$ cat config.mk
export PLATFORM = sky130hd
export DESIGN_NAME = clock_step_ctrl_flat
export DESIGN_NICKNAME = d
export VERILOG_FILES = /design/src/rtl/clock_step_pkg.sv /design/src/rtl/clock_step_ctrl_if.sv /design/src/rtl/button_debounce.sv /design/src/rtl/clock_step_ctrl.sv /design/src/flat_wrapper.sv
export SDC_FILE = /design/constraint.sdc
export NUM_CORES = 1
export LEC_CHECK = 0
export ABC_AREA = 1
export CORE_MARGIN = 2
export CORE_UTILIZATION = 30
export DETAILED_ROUTE_END_ITERATION = 8
export PLACE_DENSITY_LB_ADDON = 0.15
export SKIP_LAST_GASP = 1
export SYNTH_ARGS = -nofsm -noshare
export SYNTH_HDL_FRONTEND = slang
export SYNTH_SLANG_ARGS = --single-unit
$ cat constraint.sdc
create_clock -name clk -period 3.5 [get_ports clk]
set_clock_uncertainty 0.15 [all_clocks]
set_input_delay 0.7 -clock clk [delete_from_list [all_inputs] [get_ports clk]]
set_output_delay 0.7 -clock clk [all_outputs]
set_load 0.02 [all_outputs]
$ cat src/rtl/clock_step_pkg.sv
// Shared types for the clock step controller: FSM state encodings and tick-counter sizing.
// Pure declarations; no logic, latency or backpressure.
package clock_step_pkg;

  typedef enum logic [1:0] {
    ST_PAUSE = 2'd0,
    ST_RUN   = 2'd1,
    ST_STEP  = 2'd2,
    ST_HALT  = 2'd3
  } state_t;

  localparam int CNT_W = 15;
  localparam int DIV_W = 4;

  // Terminal count for a 2^sel period, one bit wider so div_sel=15 cannot wrap.
  function automatic logic [CNT_W:0] tick_term(input logic [DIV_W-1:0] sel);
    logic [CNT_W:0] one;
    one = (CNT_W+1)'(1);
    return (one << sel) - one;
  endfunction

endpackage

$ cat src/rtl/clock_step_ctrl_if.sv
// Board-side control bundle of the clock step controller (mode, button, divider, halt, enables).
// No handshake: level/pulse signals only, no backpressure.
interface clock_step_ctrl_if;
  import clock_step_pkg::*;

  logic             run_mode;
  logic             step_btn;
  logic [DIV_W-1:0] div_sel;
  logic             halt;
  logic             tick_o;
  logic             proc_en;
  logic [1:0]       state_o;

  modport master (
    output run_mode, step_btn, div_sel, halt,
    input  tick_o, proc_en, state_o
  );

  modport slave (
    input  run_mode, step_btn, div_sel, halt,
    output tick_o, proc_en, state_o
  );

endinterface

$ cat src/rtl/button_debounce.sv
// Synchronise, debounce and rising-edge detect a raw push-button; pressed_o pulses 2+(2^W-1)+1 cycles after a clean press.
// No backpressure; a button already held when reset is released must be released before it can fire.
module button_debounce #(
  parameter int p_db_width = 16
) (
  input  logic clk,
  input  logic rst,
  input  logic btn_in,
  output logic pressed_o
);

  logic                  sync_a;
  logic                  sync_b;
  logic [1:0]            sync_ok;
  logic                  stable;
  logic                  armed;
  logic [p_db_width-1:0] db_cnt;
  logic                  take;

  assign take = (sync_b != stable) && (&db_cnt);

  always_ff @(posedge clk) begin
    if (rst) begin
      sync_a    <= 1'b0;
      sync_b    <= 1'b0;
      sync_ok   <= 2'b00;
      stable    <= 1'b0;
      armed     <= 1'b0;
      db_cnt    <= '0;
      pressed_o <= 1'b0;
    end else begin
      sync_a  <= btn_in;
      sync_b  <= sync_a;
      sync_ok <= {sync_ok[0], 1'b1};

      if (sync_b == stable) begin
        db_cnt <= '0;
      end else if (&db_cnt) begin
        stable <= sync_b;
        db_cnt <= '0;
      end else begin
        db_cnt <= db_cnt + p_db_width'(1);
      end

      // Only arm once a genuine released level has made it through the synchroniser.
      if (sync_ok[1] && !sync_b && !stable) begin
        armed <= 1'b1;
      end

      pressed_o <= take && sync_b && armed;
    end
  end

endmodule

$ cat src/rtl/clock_step_ctrl.sv
// Processor clock-enable generator: free-run at 2^div_sel rate, pause, single-step or halt.
// tick_o/proc_en are combinational from the counter/state in the same cycle; no backpressure.
module clock_step_ctrl
  import clock_step_pkg::*;
#(
  parameter int p_db_width = 16
) (
  input logic               clk,
  input logic               rst,
  clock_step_ctrl_if.slave  bus
);

  logic [CNT_W-1:0] cnt;
  logic [CNT_W:0]   term;
  logic             tick;
  logic             step_req;
  logic             proc_en_c;
  state_t           state;
  state_t           state_nxt;

  // >= compare so a divider decrease mid-period wraps on the next cycle.
  assign term = tick_term(bus.div_sel);
  assign tick = ({1'b0, cnt} >= term);

  always_ff @(posedge clk) begin
    if (rst) begin
      cnt <= '0;
    end else if (tick) begin
      cnt <= '0;
    end else begin
      cnt <= cnt + CNT_W'(1);
    end
  end

  button_debounce #(
    .p_db_width (p_db_width)
  ) u_debounce (
    .clk       (clk),
    .rst       (rst),
    .btn_in    (bus.step_btn),
    .pressed_o (step_req)
  );

  always_ff @(posedge clk) begin
    if (rst) begin
      state <= ST_PAUSE;
    end else begin
      state <= state_nxt;
    end
  end

  always_comb begin
    state_nxt = state;
    proc_en_c = 1'b0;
    case (state)
      ST_PAUSE: begin
        if (bus.run_mode) begin
          state_nxt = ST_RUN;
        end else if (step_req) begin
          state_nxt = ST_STEP;
        end
      end
      ST_RUN: begin
        proc_en_c = tick & ~bus.halt;
        if (bus.halt) begin
          state_nxt = ST_HALT;
        end else if (!bus.run_mode) begin
          state_nxt = ST_PAUSE;
        end
      end
      ST_STEP: begin
        // run_mode is deliberately ignored here so a pending step always completes.
        if (bus.halt) begin
          state_nxt = ST_HALT;
        end else if (tick) begin
          proc_en_c = 1'b1;
          state_nxt = ST_PAUSE;
        end
      end
      ST_HALT: begin
        state_nxt = ST_HALT;
      end
      default: begin
        state_nxt = ST_PAUSE;
      end
    endcase
  end

  assign bus.tick_o  = tick & ~rst;
  assign bus.proc_en = proc_en_c & ~rst;
  assign bus.state_o = state;

endmodule
$ cat src/flat_wrapper.sv
// flat-port wrapper written by rule: the top's interface ports become plain ports
module clock_step_ctrl_flat import clock_step_pkg::*;
#(
  parameter int p_db_width = 16
)
  (clk, rst, bus_run_mode, bus_step_btn, bus_div_sel, bus_halt, bus_tick_o, bus_proc_en, bus_state_o);
  clock_step_ctrl_if bus_i ();
  input logic clk;
  input logic rst;
  input wire logic [$bits(bus_i.run_mode)-1:0] bus_run_mode;
  input wire logic [$bits(bus_i.step_btn)-1:0] bus_step_btn;
  input wire logic [$bits(bus_i.div_sel)-1:0] bus_div_sel;
  input wire logic [$bits(bus_i.halt)-1:0] bus_halt;
  output wire logic [$bits(bus_i.tick_o)-1:0] bus_tick_o;
  output wire logic [$bits(bus_i.proc_en)-1:0] bus_proc_en;
  output wire logic [$bits(bus_i.state_o)-1:0] bus_state_o;
  assign bus_i.run_mode = bus_run_mode;
  assign bus_i.step_btn = bus_step_btn;
  assign bus_i.div_sel = bus_div_sel;
  assign bus_i.halt = bus_halt;
  assign bus_tick_o = bus_i.tick_o;
  assign bus_proc_en = bus_i.proc_en;
  assign bus_state_o = bus_i.state_o;
  clock_step_ctrl #(.p_db_width(p_db_width)) u_core (.clk(clk), .rst(rst), .bus(bus_i));
endmodule
==> out/metrics.yaml, run 1 <==
placed_design:
  place.gp.congestion: 0.761
  io_buffer_count: 12
  placedInstanceArea_sq_mm: 0.00278
  dp_hpwl_microns: 3680
  numPlacedInstances: 459
floorplan:
  die_w_microns: 93.1
  dieHeight_microns: 93.1
  initial_core_util: 0.308
  die-area_sq_mm: 0.00867
  rows: 32
  core_sq_mm: 0.00773
  io_pins: 13
global_routing:
  grt-ovfl-total: 0
  antenna_found_initial: 0
  grt_pass1_wl_microns: 8670
  grt_max_degree: 16
  grt_usage: 0.124
  grt_pass1_vias: 1986
synthesis:
  syn-num-nets: 361
  synth_most_common_cell: "nand2_1"
  synth_area_leaders: "dfxtp_1 34%, ha_1 12%, nand2_1 9.0%, nor2_1 8.2%, inv_1 7.6%"
  synth_cell_types: 29
  netlist_area_sq_mm: 0.00238
  ys_ff_latch: 40
  synth.top_cell.area_share: 0.336
  syn_inst: 329
  avgSynthCellArea_sq_um: 7.24
  async_flop_share: 0
  synth_seq_area_share: 0.336
  ys.flop_type: "dfxtp_1"
  synth_edf_count: 0
  synth_warnings: 0
  synth_commonest_cells: "57 x nand2_1, 52 x nor2_1, 48 x inv_1"
  yosys.area.top_type: "dfxtp_1"
critical_path:
  criticalPathCategory: "input port to output pin"
  crit_path_end_kind: "output pin"
  reg2reg_from: "u_core.cnt[11]"
  reg2regPathDepth: 14
  worstSetupStartpointType: "input port"
  reg2reg_slack_ps: 1420
  crit_arrival_ps: 2650
  path_max_fanout: 4
  r2r-end: "u_core.bus.state_o[1]"
  crit_required_ps: 2650
sta:
  tightestPinTransition_ps: 382
  rsz0062_at_grt: "true"
  slew_headroom: 0.743
  finalCriticalPeriod_ps: 3500
  setup-tns-final_ps: 0
  fin_hold_ws_ps: 256
  max_freq_mhz: 286
  setup_viol: 0
  slew_viol_final: 0
  final-hold-violation-count: 0
  post-route-period-util: 0.999
detailed_routing:
  detail_route.wl_per_cell_microns: 10.5
  ant_nets: 0
  vias_per_cell: 4.38
  drt_iter0_markers: 65
  vias: 2080
  drt_wl_total_microns: 4980
  drtPass1Iterations: 4
  drcViolationCount: 0
power:
  seqPwrFrac: 0.461
  switching_share: 0.268
  pwr-share-comb: 0.164
  pwr-share-clk: 0.375
  power.switching_w: 0.000278
  p_leak_nw: 1.28
  ir_worst_vdd_uv: 158
  powerDensity_mw_per_mm2: 340
  p_int_w: 0.000760
final_layout:
  syn_to_final_growth_pct: 28.1
  antenna_cells: 0
  layout.nets: 404
  drive_gt1_frac: 0.193
  utilization: 0.395
  stdcell_count: 475
  fin_area_sq_mm: 0.00305
cts:
  clock_sinks: 40
  clk_latency_ps: 300
  clockBufferDepth: 2
  cts_max_level: 2
  cts_tree: "done"
  ctsRootBufferMaster: "clkbuf_8"
  cts_inserted_buffers: 5
  clkTransAtPathRegs_ps: 80
job:
  maxCapViolCount: 0
worst_hold_path:
  hp-start: "u_core.u_debounce.sync_ok[0]"
  hp-class: "register to register"
  holdPathStages: 2
  min_to: "u_core.u_debounce.sync_ok[1]"
outcome:
  status: "finished clean"
-- placed cells by master, fill, tap and decap left out, types with 2 or more instances in the layout --
cell / instances
nand2_1: 53
nor2_1: 48
inv_1: 48
dfxtp_1: 40
buf_4: 26
ha_1: 22
a21oi_1: 21
nand3_1: 15
xor2_1: 10
nor3_1: 7
o21ai_0: 6
nand4_1: 6
clkdlybuf4s50_1: 6
xnor2_1: 5
nor3_2: 5
clkbuf_8: 5
nor2_2: 4
nand2_2: 4
nand3_2: 3
nor3_4: 3
nand2_4: 3
nor4_1: 3
nor3b_1: 3
buf_6: 3
o21ai_1: 2
buf_2: 2
buf_8: 2
-- critical path: stages --
cell     delay [ps]
buf_8           100
nor3_4          230
nand2_4          70
ha_4            190
buf_6           120
xor2_2          140
ha_1            300
nand2_1          50
inv_1            40
nand2_1          40
nand2_1          60
nand2_1          50
nand2_1          60
nand2_2          60
and2_4          180
nor3_4          110
buf_6           130
-- how the worst max path moves through the flow --
| stage | endpoint | start | cells after the start | slack [ps] |
|---|---|---|---|---|
| 5_1_grt | bus_proc_en | bus_div_sel[2] | 17 | -130 |
| 6_report | bus_proc_en | bus_div_sel[2] | 17 | 3 |
| 3_3_place_gp | bus_proc_en | bus_div_sel[2] | 14 | -950 |
| 2_1_floorplan | bus_proc_en | bus_div_sel[2] | 13 | 20 |
| 4_1_cts | bus_proc_en | bus_div_sel[1] | 15 | -30 |
| 3_5_place_dp | bus_proc_en | bus_div_sel[2] | 14 | -990 |
-- cell families (layout without fill, tap and decap cells) --
family                   after synthesis  after routing  share of synthesized area
buffers and inverters                 52             96                     0.0899
AND/OR/NAND/NOR                      161            161                      0.310
adder cells (fa/ha/maj)               23             23                      0.121
AO/OA/AOI/OAI                         36             36                     0.0804
XOR/XNOR                              17             17                     0.0625
flip-flops                            40             40                      0.336
-- power groups by stage --
stage / registers, W / logic (W) / clock network [W]
CTS: 0.000478 / 0.000169 / 0.000404
detailed placement: 0.000489 / 0.000155 / 0
finish: 0.000478 / 0.000170 / 0.000389
global route: 0.000481 / 0.000193 / 0.000425
floorplan: 0.000492 / 0.0000936 / 0
global placement: 0.000489 / 0.000156 / 0
-- per-layer routing --
layer  track usage  routed length, microns  vias to the layer above
li1              -                       -                     1145
met1         0.162                    2530                      916
met2         0.203                    2270                       13
met3        0.0250                     111                        6
met4        0.0466                      73                        0
met5             0                       0                        -
-- per-stage QoR --
stage	total power [W]	setup WS [ps]
6_report	0.00104	2.76
5_1_grt	0.00110	-131
4_1_cts	0.00105	-28.9
3_5_place_dp	0.000644	-992
3_3_place_gp	0.000645	-946
2_1_floorplan	0.000585	16.6
-- final cells by class --
type	count	area (sq um)
Clock buffer	5	68.8
Clock inverter	3	46.3
Fill cell	804	4680
Inverter	48	180
Multi-Input combinational cell	237	1480
Sequential cell	40	801
Tap cell	102	128
Timing Repair Buffer	40	349
-- flip-flops by register name (all words and copies together) (netlist names) --
name	cells
u_core.u_debounce.sync_b	1
u_core.u_debounce.stable	1
u_core.u_debounce.sync_a	1
u_core.cnt	15
u_core.bus.state_o	2
u_core.u_debounce.pressed_o	1
u_core.u_debounce.armed	1
u_core.u_debounce.sync_ok	2
u_core.u_debounce.db_cnt	16
-- what timing repair did --
item                       in CTS  in global routing
resized for setup              49                  7
hold buffers                    0                  0
pin swaps                      18                 10
setup endpoints to repair       2                  2
gates cloned                    0                  0
buffers inserted                8                  0
(Power assumes the default switching activity.)
==> run 2, diff against run 1 <==
--- a/config.mk
+++ b/config.mk
@@ -6,7 +6,6 @@
 export NUM_CORES = 1
 export LEC_CHECK = 0
 export ABC_AREA = 1
-export CORE_MARGIN = 2
 export CORE_UTILIZATION = 30
 export DETAILED_ROUTE_END_ITERATION = 8
 export PLACE_DENSITY_LB_ADDON = 0.15
==> out/metrics.yaml, run 2 (synthesis results as in run 1) <==
outcome:
  status: "finished clean"
final_layout:
  layout_commonest_cell: "nand2_1"
  reg_top3: "u_core.u_debounce.db_cnt x16, u_core.cnt x15"
  layout_common_cells: "55 x nand2_1, 49 x nor2_1, 48 x inv_1, 40 x dfxtp_1, 24 x buf_4"
  antenna_cells: 0  # unchanged
  layout.nets: 403  # -0.25%
  stdcell_count: 474  # -0.21%
  syn_to_final_growth_pct: 26.7
  largest_register_ffs: 16  # unchanged
  drive_gt1_frac: 0.177  # -0.0156
  fin_area_sq_mm: 0.00302  # -1.0%
  top_register: "u_core.u_debounce.db_cnt"
global_routing:
  grt-ovfl-total: 0  # unchanged
  grt_pass1_vias: 2030  # +2.2%
  grt_usage: 0.132  # +0.00814
  antenna_found_initial: 0  # unchanged
  grt_pass1_wl_microns: 8810  # +1.7%
  grt_max_degree: 16  # unchanged
power:
  pwr-share-clk: 0.375  # about the same
  p_int_w: 0.000757  # -0.33%
  p_leak_nw: 1.26  # -1.4%
  switching_share: 0.266  # -0.00195
  powerDensity_mw_per_mm2: 342  # +0.43%
  seqPwrFrac: 0.463  # +0.002
  pwr-share-comb: 0.161  # -0.003
  power.switching_w: 0.000274  # -1.3%
  ir_worst_vdd_uv: 151  # -4.8%
sta:
  max_freq_mhz: 288  # +0.60%
  setup_viol: 0  # unchanged
  tightestPinTransition_ps: 429  # +47.2 ps
  slew_headroom: 0.713  # -0.0296
  final-hold-violation-count: 0  # unchanged
  slew_viol_final: 0  # unchanged
  rsz0062_at_grt: "true"
  post-route-period-util: 0.993  # -0.00599
  finalCriticalPeriod_ps: 3480  # -21.0 ps
cts:
  cts_inserted_buffers: 5  # unchanged
  clockBufferDepth: 2  # unchanged
  clock_sinks: 40  # unchanged
  cts_max_level: 2  # unchanged
  ctsRootBufferMaster: "clkbuf_8"
  clk_latency_ps: 290  # about the same
  cts_tree: "done"
  clkTransAtPathRegs_ps: 90  # about the same
critical_path:
  path_buf_inv: 4  # unchanged
  cp_slowest_cell: "ha_1"
  criticalPathCategory: "input port to output pin"
  crit_family: "simple AND/OR/NAND/NOR gates"
  crit_required_ps: 2650  # about the same
  path_max_fanout: 4  # unchanged
  cpPeakStageDelay_ps: 270  # -30 ps
  worstSetupStartpointType: "input port"
  crit_arrival_ps: 2630  # -20 ps
  crit_chain: "buf_6 > nor3_4 > nand2_2 > ha_4 > buf_4 > o21ai_2 > xnor2_2 > ha_1 > nand2_1 > inv_1 > nand2_1 > a21oi_2 > nor2_2 > and2_4 > nor3_4 > buf_6"
  crit_path_end_kind: "output pin"
worst_hold_path:
  hp-class: "register to register"
floorplan:
  die-area_sq_mm: 0.00830  # -4.3%
  dieHeight_microns: 91.1  # -2.1%
  initial_core_util: 0.310  # +0.00160
  rows: 32  # unchanged
  core_sq_mm: 0.00769  # -0.52%
  io_pins: 13  # unchanged
  die_w_microns: 91.1  # -2.1%
placed_design:
  place.gp.congestion: 0.782  # +2.7%
  dp_hpwl_microns: 3640  # -1.1%
  io_buffer_count: 12  # unchanged
  placedInstanceArea_sq_mm: 0.00278  # unchanged
  numPlacedInstances: 459  # unchanged
detailed_routing:
  vias: 2075  # -0.24%
  vias_per_cell: 4.38  # about the same
  drcViolationCount: 0  # unchanged
  detail_route.wl_per_cell_microns: 10.2  # -2.4%
  ant_nets: 0  # unchanged
  drtPass1Iterations: 4  # unchanged
  drt_wl_total_microns: 4850  # -2.6%
  drt_iter0_markers: 41  # -37%
job:
  maxCapViolCount: 0  # unchanged
==> run 2: cell count changes in the layout (fill, tap and decap cells not counted), moves of 2 or more <==
cell	before	now
buf_6	3	5
nand2_1	53	55
clkinv_4	0	2
buf_4	26	24
==> run 2: layout make-up <==
cell class              count  area (sq um)
clock buffers               5          68.8
fillers                   804          4670
multi-input cells         237          1450
inverters                  48           180
flip-flops and latches     40           801
well taps                 102           128
clock inverters             3          47.5
repair buffers             39           342
==> run 2: path summary, 6_finish.rpt <==
path,start,to,slack [ps],cells past startpoint
setup / recovery,bus_div_sel[2],bus_proc_en,20,16
hold reg to reg,u_core.u_debounce.sync_a,u_core.u_debounce.sync_b,260,2
hold / removal,u_core.u_debounce.sync_a,u_core.u_debounce.sync_b,260,2
setup reg to reg,u_core.cnt[11],u_core.bus.state_o[1],1290,15
==> run 2: metrics by stage <==
stage | TNS (ps) | worst slack, ps | total power (W) | util | hold slack [ps]
after floorplan | 0 | 16.6 | 0.000585 | - | 238
after global placement | -1850 | -941 | 0.000645 | 0.362 | 240
after detailed placement | -1910 | -983 | 0.000645 | 0.362 | 245
after CTS | -37.7 | -24.2 | 0.00104 | 0.389 | 262
after global routing | -315 | -167 | 0.00109 | 0.393 | 310
final | 0 | 23.7 | 0.00103 | 0.393 | 262
==> run 2: per-layer routing <==
metal | wire length, microns | part of all wire | global-route usage | vias to the layer above
li1 | - | - | - | 1142
met1 | 2480 | 0.51 | 0.170 | 905
met2 | 2160 | 0.45 | 0.217 | 21
met3 | 108 | 0.022 | 0.0209 | 7
met4 | 104 | 0.021 | 0.0622 | 0
met5 | 0 | 0 | 0 | -
==> run 2: worst register-to-register path: stages (launching register included) <==
cell	delay (ps)
dfxtp_1	350
ha_1	310
nand2_1	80
inv_1	50
nand2_1	60
a21oi_2	130
nor2_2	50
buf_4	120
buf_4	120
buf_4	120
buf_4	120
buf_4	120
nand3_1	130
nand3_1	80
nand2_1	80
nor2_1	40
==> run 2: power by group through the flow <==
stage,logic [W],registers [W],clock network (W)
floorplan,0.0000936,0.000492,0
global placement,0.000156,0.000489,0
detailed placement,0.000156,0.000488,0
CTS,0.000165,0.000478,0.000401
global route,0.000189,0.000480,0.000424
finish,0.000166,0.000478,0.000387
==> run 2: timing repair <==
| item | CTS | global route |
|---|---|---|
| hold buffers | 0 | 0 |
| gates resized for setup | 45 | 4 |
| endpoints found under the setup margin | 2 | 2 |
| hold endpoints to repair | 0 | 0 |
| buffers inserted | 6 | 1 |
| pin swaps | 14 | 7 |
==> run 3, diff against run 2 <==
--- a/config.mk
+++ b/config.mk
@@ -12,4 +12,5 @@
 export SKIP_LAST_GASP = 1
 export SYNTH_ARGS = -nofsm -noshare
 export SYNTH_HDL_FRONTEND = slang
+export SYNTH_HIERARCHICAL = 1
 export SYNTH_SLANG_ARGS = --single-unit
==> constraint.sdc (replaced) <==
create_clock -name clk -period 3.5 [get_ports clk]
set_clock_uncertainty 0.15 [all_clocks]
set_input_delay 0.35 -clock clk [delete_from_list [all_inputs] [get_ports clk]]
set_output_delay 0.35 -clock clk [all_outputs]
set_load 0.02 [all_outputs]
==> out/metrics.yaml, run 3 <==
cts:
  ctsRootBufferMaster: "clkbuf_8"
  cts_inserted_buffers: 5  # unchanged
  clockBufferDepth: 2  # unchanged
  clkTransAtPathRegs_ps: 80  # about the same
  cts_tree: "done"
  clock_sinks: 40  # unchanged
  clk_latency_ps: 290  # about the same
  hold_buffers: 0  # unchanged
  cts_max_level: 2  # unchanged
critical_path:
  crit_required_ps: 3000  # +350 ps
  criticalPathCategory: "input port to output pin"
  crit_arrival_ps: 2700  # +70 ps
  path_max_fanout: 3  # -1
  worstSetupStartpointType: "input port"
  crit_path_end_kind: "output pin"
synthesis:
  synth_seq_area_share: 0.312  # -0.0240
  synth_commonest_cells: "69 x nand2_1, 55 x inv_1, 40 x dfxtp_1"
  avgSynthCellArea_sq_um: 7.32  # +1.2%
  ys_ff_latch: 40  # unchanged
  yosys.area.top_type: "dfxtp_1"
  synth_edf_count: 0  # unchanged
  synth_most_common_cell: "nand2_1"
  synth_area_leaders: "dfxtp_1 31%, ha_1 11%, nand2_1 10%, inv_1 8.1%, nor2_1 5.1%"
  synth_cell_types: 37  # +28%
  synth_warnings: 6  # +6
  ys.flop_type: "dfxtp_1"
  async_flop_share: 0  # unchanged
  syn-num-nets: 382  # +5.8%
  synth.top_cell.area_share: 0.312  # -0.0240
  netlist_area_sq_mm: 0.00256  # +7.7%
  syn_inst: 350  # +6.4%
sta:
  setup_slack_ps: 302  # +278 ps
  slew_viol_final: 0  # unchanged
  post-route-period-util: 0.914  # -0.0796
  finalCriticalPeriod_ps: 3200  # -278 ps
  slew_headroom: 0.610  # -0.103
  setup_viol: 0  # unchanged
  final-hold-violation-count: 0  # unchanged
  tightestPinTransition_ps: 583  # +154 ps
  setup-tns-final_ps: 0  # unchanged
  max_freq_mhz: 313  # +8.7%
final_layout:
  layout.nets: 414  # +2.7%
  drive_gt1_frac: 0.198  # +0.0210
  top_register: "u_core/u_debounce/db_cnt"
  nFillCells: 897  # +12%
  syn_to_final_growth_pct: 18.4
  reg_top3: "u_core/u_debounce/db_cnt x16, u_core/cnt x15"
  layout_common_cells: "69 x nand2_1, 55 x inv_1, 40 x dfxtp_1, 33 x nor2_1, 23 x ha_1"
  layout_commonest_cell: "nand2_1"
  largest_register_ffs: 16  # unchanged
  stdcell_count: 488  # +3.0%
  antenna_cells: 0  # unchanged
power:
  pwr-share-comb: 0.196  # +0.035
  pwr-share-clk: 0.362  # -0.013
  powerDensity_mw_per_mm2: 366  # +7.2%
  p_leak_nw: 1.28  # +1.7%
  ir_worst_vdd_uv: 213  # +41%
  power.switching_w: 0.000309  # +13%
  seqPwrFrac: 0.442  # -0.021
  switching_share: 0.278  # +0.0124
  p_int_w: 0.000803  # +6.0%
job:
  maxCapViolCount: 0  # unchanged
placed_design:
  place.gp.congestion: 0.783  # +0.20%
  dp_hpwl_microns: 3710  # +1.9%
  numPlacedInstances: 480  # +4.6%
  pre_cts_slack_ps: -226  # +757 ps
  io_buffer_count: 12  # unchanged
global_routing:
  antenna_found_initial: 0  # unchanged
  grt_usage: 0.121  # -0.0110
  grt_pass1_wl_microns: 8630  # -2.0%
  grt-ovfl-total: 0  # unchanged
  grt_max_degree: 17  # +1
  grt_pass1_vias: 2017  # -0.64%
worst_hold_path:
  hp-class: "register to register"
detailed_routing:
  vias: 2086  # +0.53%
  drtPass1Iterations: 4  # unchanged
  ant_nets: 0  # unchanged
  detail_route.wl_per_cell_microns: 9.89  # -3.4%
  drcViolationCount: 0  # unchanged
  vias_per_cell: 4.27  # -2.4%
  drt_wl_total_microns: 4820  # -0.56%
  drt_iter0_markers: 69  # +68%
floorplan:
  die-area_sq_mm: 0.00892  # +7.5%
  dieHeight_microns: 94.4  # +3.7%
  io_pins: 13  # unchanged
  die_w_microns: 94.4  # +3.7%
  rows: 33  # +3.1%
  core_sq_mm: 0.00826  # +7.4%
  initial_core_util: 0.310  # +0.000721
outcome:
  status: "finished clean"
-- run 3: cell types whose count changed after synthesis, sizes merged, moves of 3 or more --
| cell | before | now |
|---|---|---|
| a21oi | 22 | 26 |
| nor3b | 3 | 0 |
| nand2 | 60 | 75 |
| inv | 48 | 60 |
| xor2 | 11 | 5 |
-- run 3: worst max-delay path, cell delays in order --
cell             delay, ps
clkdlybuf4s50_1        440
nor2_2                 170
nand3_1                 90
ha_1                   230
nand2_1                130
a21oi_2                 50
xor2_1                 140
ha_1                   270
nand2_1                 40
inv_1                   60
nand2_1                 70
nor2_1                 100
nor2_1                  40
nand2_1                 50
nand2_1                 70
nand2_2                 70
inv_1                   50
nor3_2                 110
buf_4                  160
-- run 3: logic make-up after synthesis --
family	after synthesis	synth area share
simple gates	172	0.336
compound gates	39	0.0966
buf+inv	64	0.102
xor+xnor	12	0.0410
flops	40	0.312
fa+ha+maj	23	0.112
-- run 3: final timing paths --
check	from	to	slack (ps)	cells after the start
max	bus_div_sel[2]	bus_proc_en	300	19
min	u_core/u_debounce/sync_a	u_core/u_debounce/sync_b	260	2
min reg2reg	u_core/u_debounce/sync_a	u_core/u_debounce/sync_b	260	2
max reg2reg	u_core/cnt[3]	u_core/cnt[7]	1550	11
-- run 3: layout make-up --
type	count	area, sq um	area share
clock buffers	6	82.6	0.0272
clock inverters	2	38.8	0.0128
inverters	60	225	0.0742
multi-input cells	246	1520	0.499
flip-flops and latches	40	801	0.264
well taps	105	131	0.0433
repair buffers	29	240	0.0792
-- run 3: through the flow --
stage | util | cell area [sq um] | hold slack (ps) | power, W
6_report | 0.367 | 3030 | 257 | 0.00111
5_1_grt | 0.367 | 3030 | 289 | 0.00119
4_1_cts | 0.366 | 3030 | 257 | 0.00113
3_5_place_dp | 0.352 | 2910 | 242 | 0.000719
3_3_place_gp | 0.352 | 2910 | 242 | 0.000717
2_1_floorplan | - | 2560 | 238 | 0.000646
-- run 3: routing by layer --
metal / wire length [microns] / track usage
met2: 2140 / 0.209
met1: 2540 / 0.156
met5: 0 / 0
met3: 104 / 0.0217
met4: 42 / 0.0308
-- run 3: power by group through the flow --
stage / Sequential [W] / Clock (W) / Combinational, W
4_1_cts: 0.000492 / 0.000421 / 0.000217
6_report: 0.000491 / 0.000403 / 0.000218
5_1_grt: 0.000495 / 0.000436 / 0.000254
3_3_place_gp: 0.000503 / 0 / 0.000215
2_1_floorplan: 0.000511 / 0 / 0.000135
3_5_place_dp: 0.000503 / 0 / 0.000216
-- run 3: timing repair --
| item | in CTS | in global routing |
|---|---|---|
| buffers inserted | 0 | 0 |
| endpoints found under the setup margin | 2 | 2 |
| pin swaps | 0 | 0 |
| resized for setup | 2 | 11 |
| hold endpoints to repair | 0 | 0 |
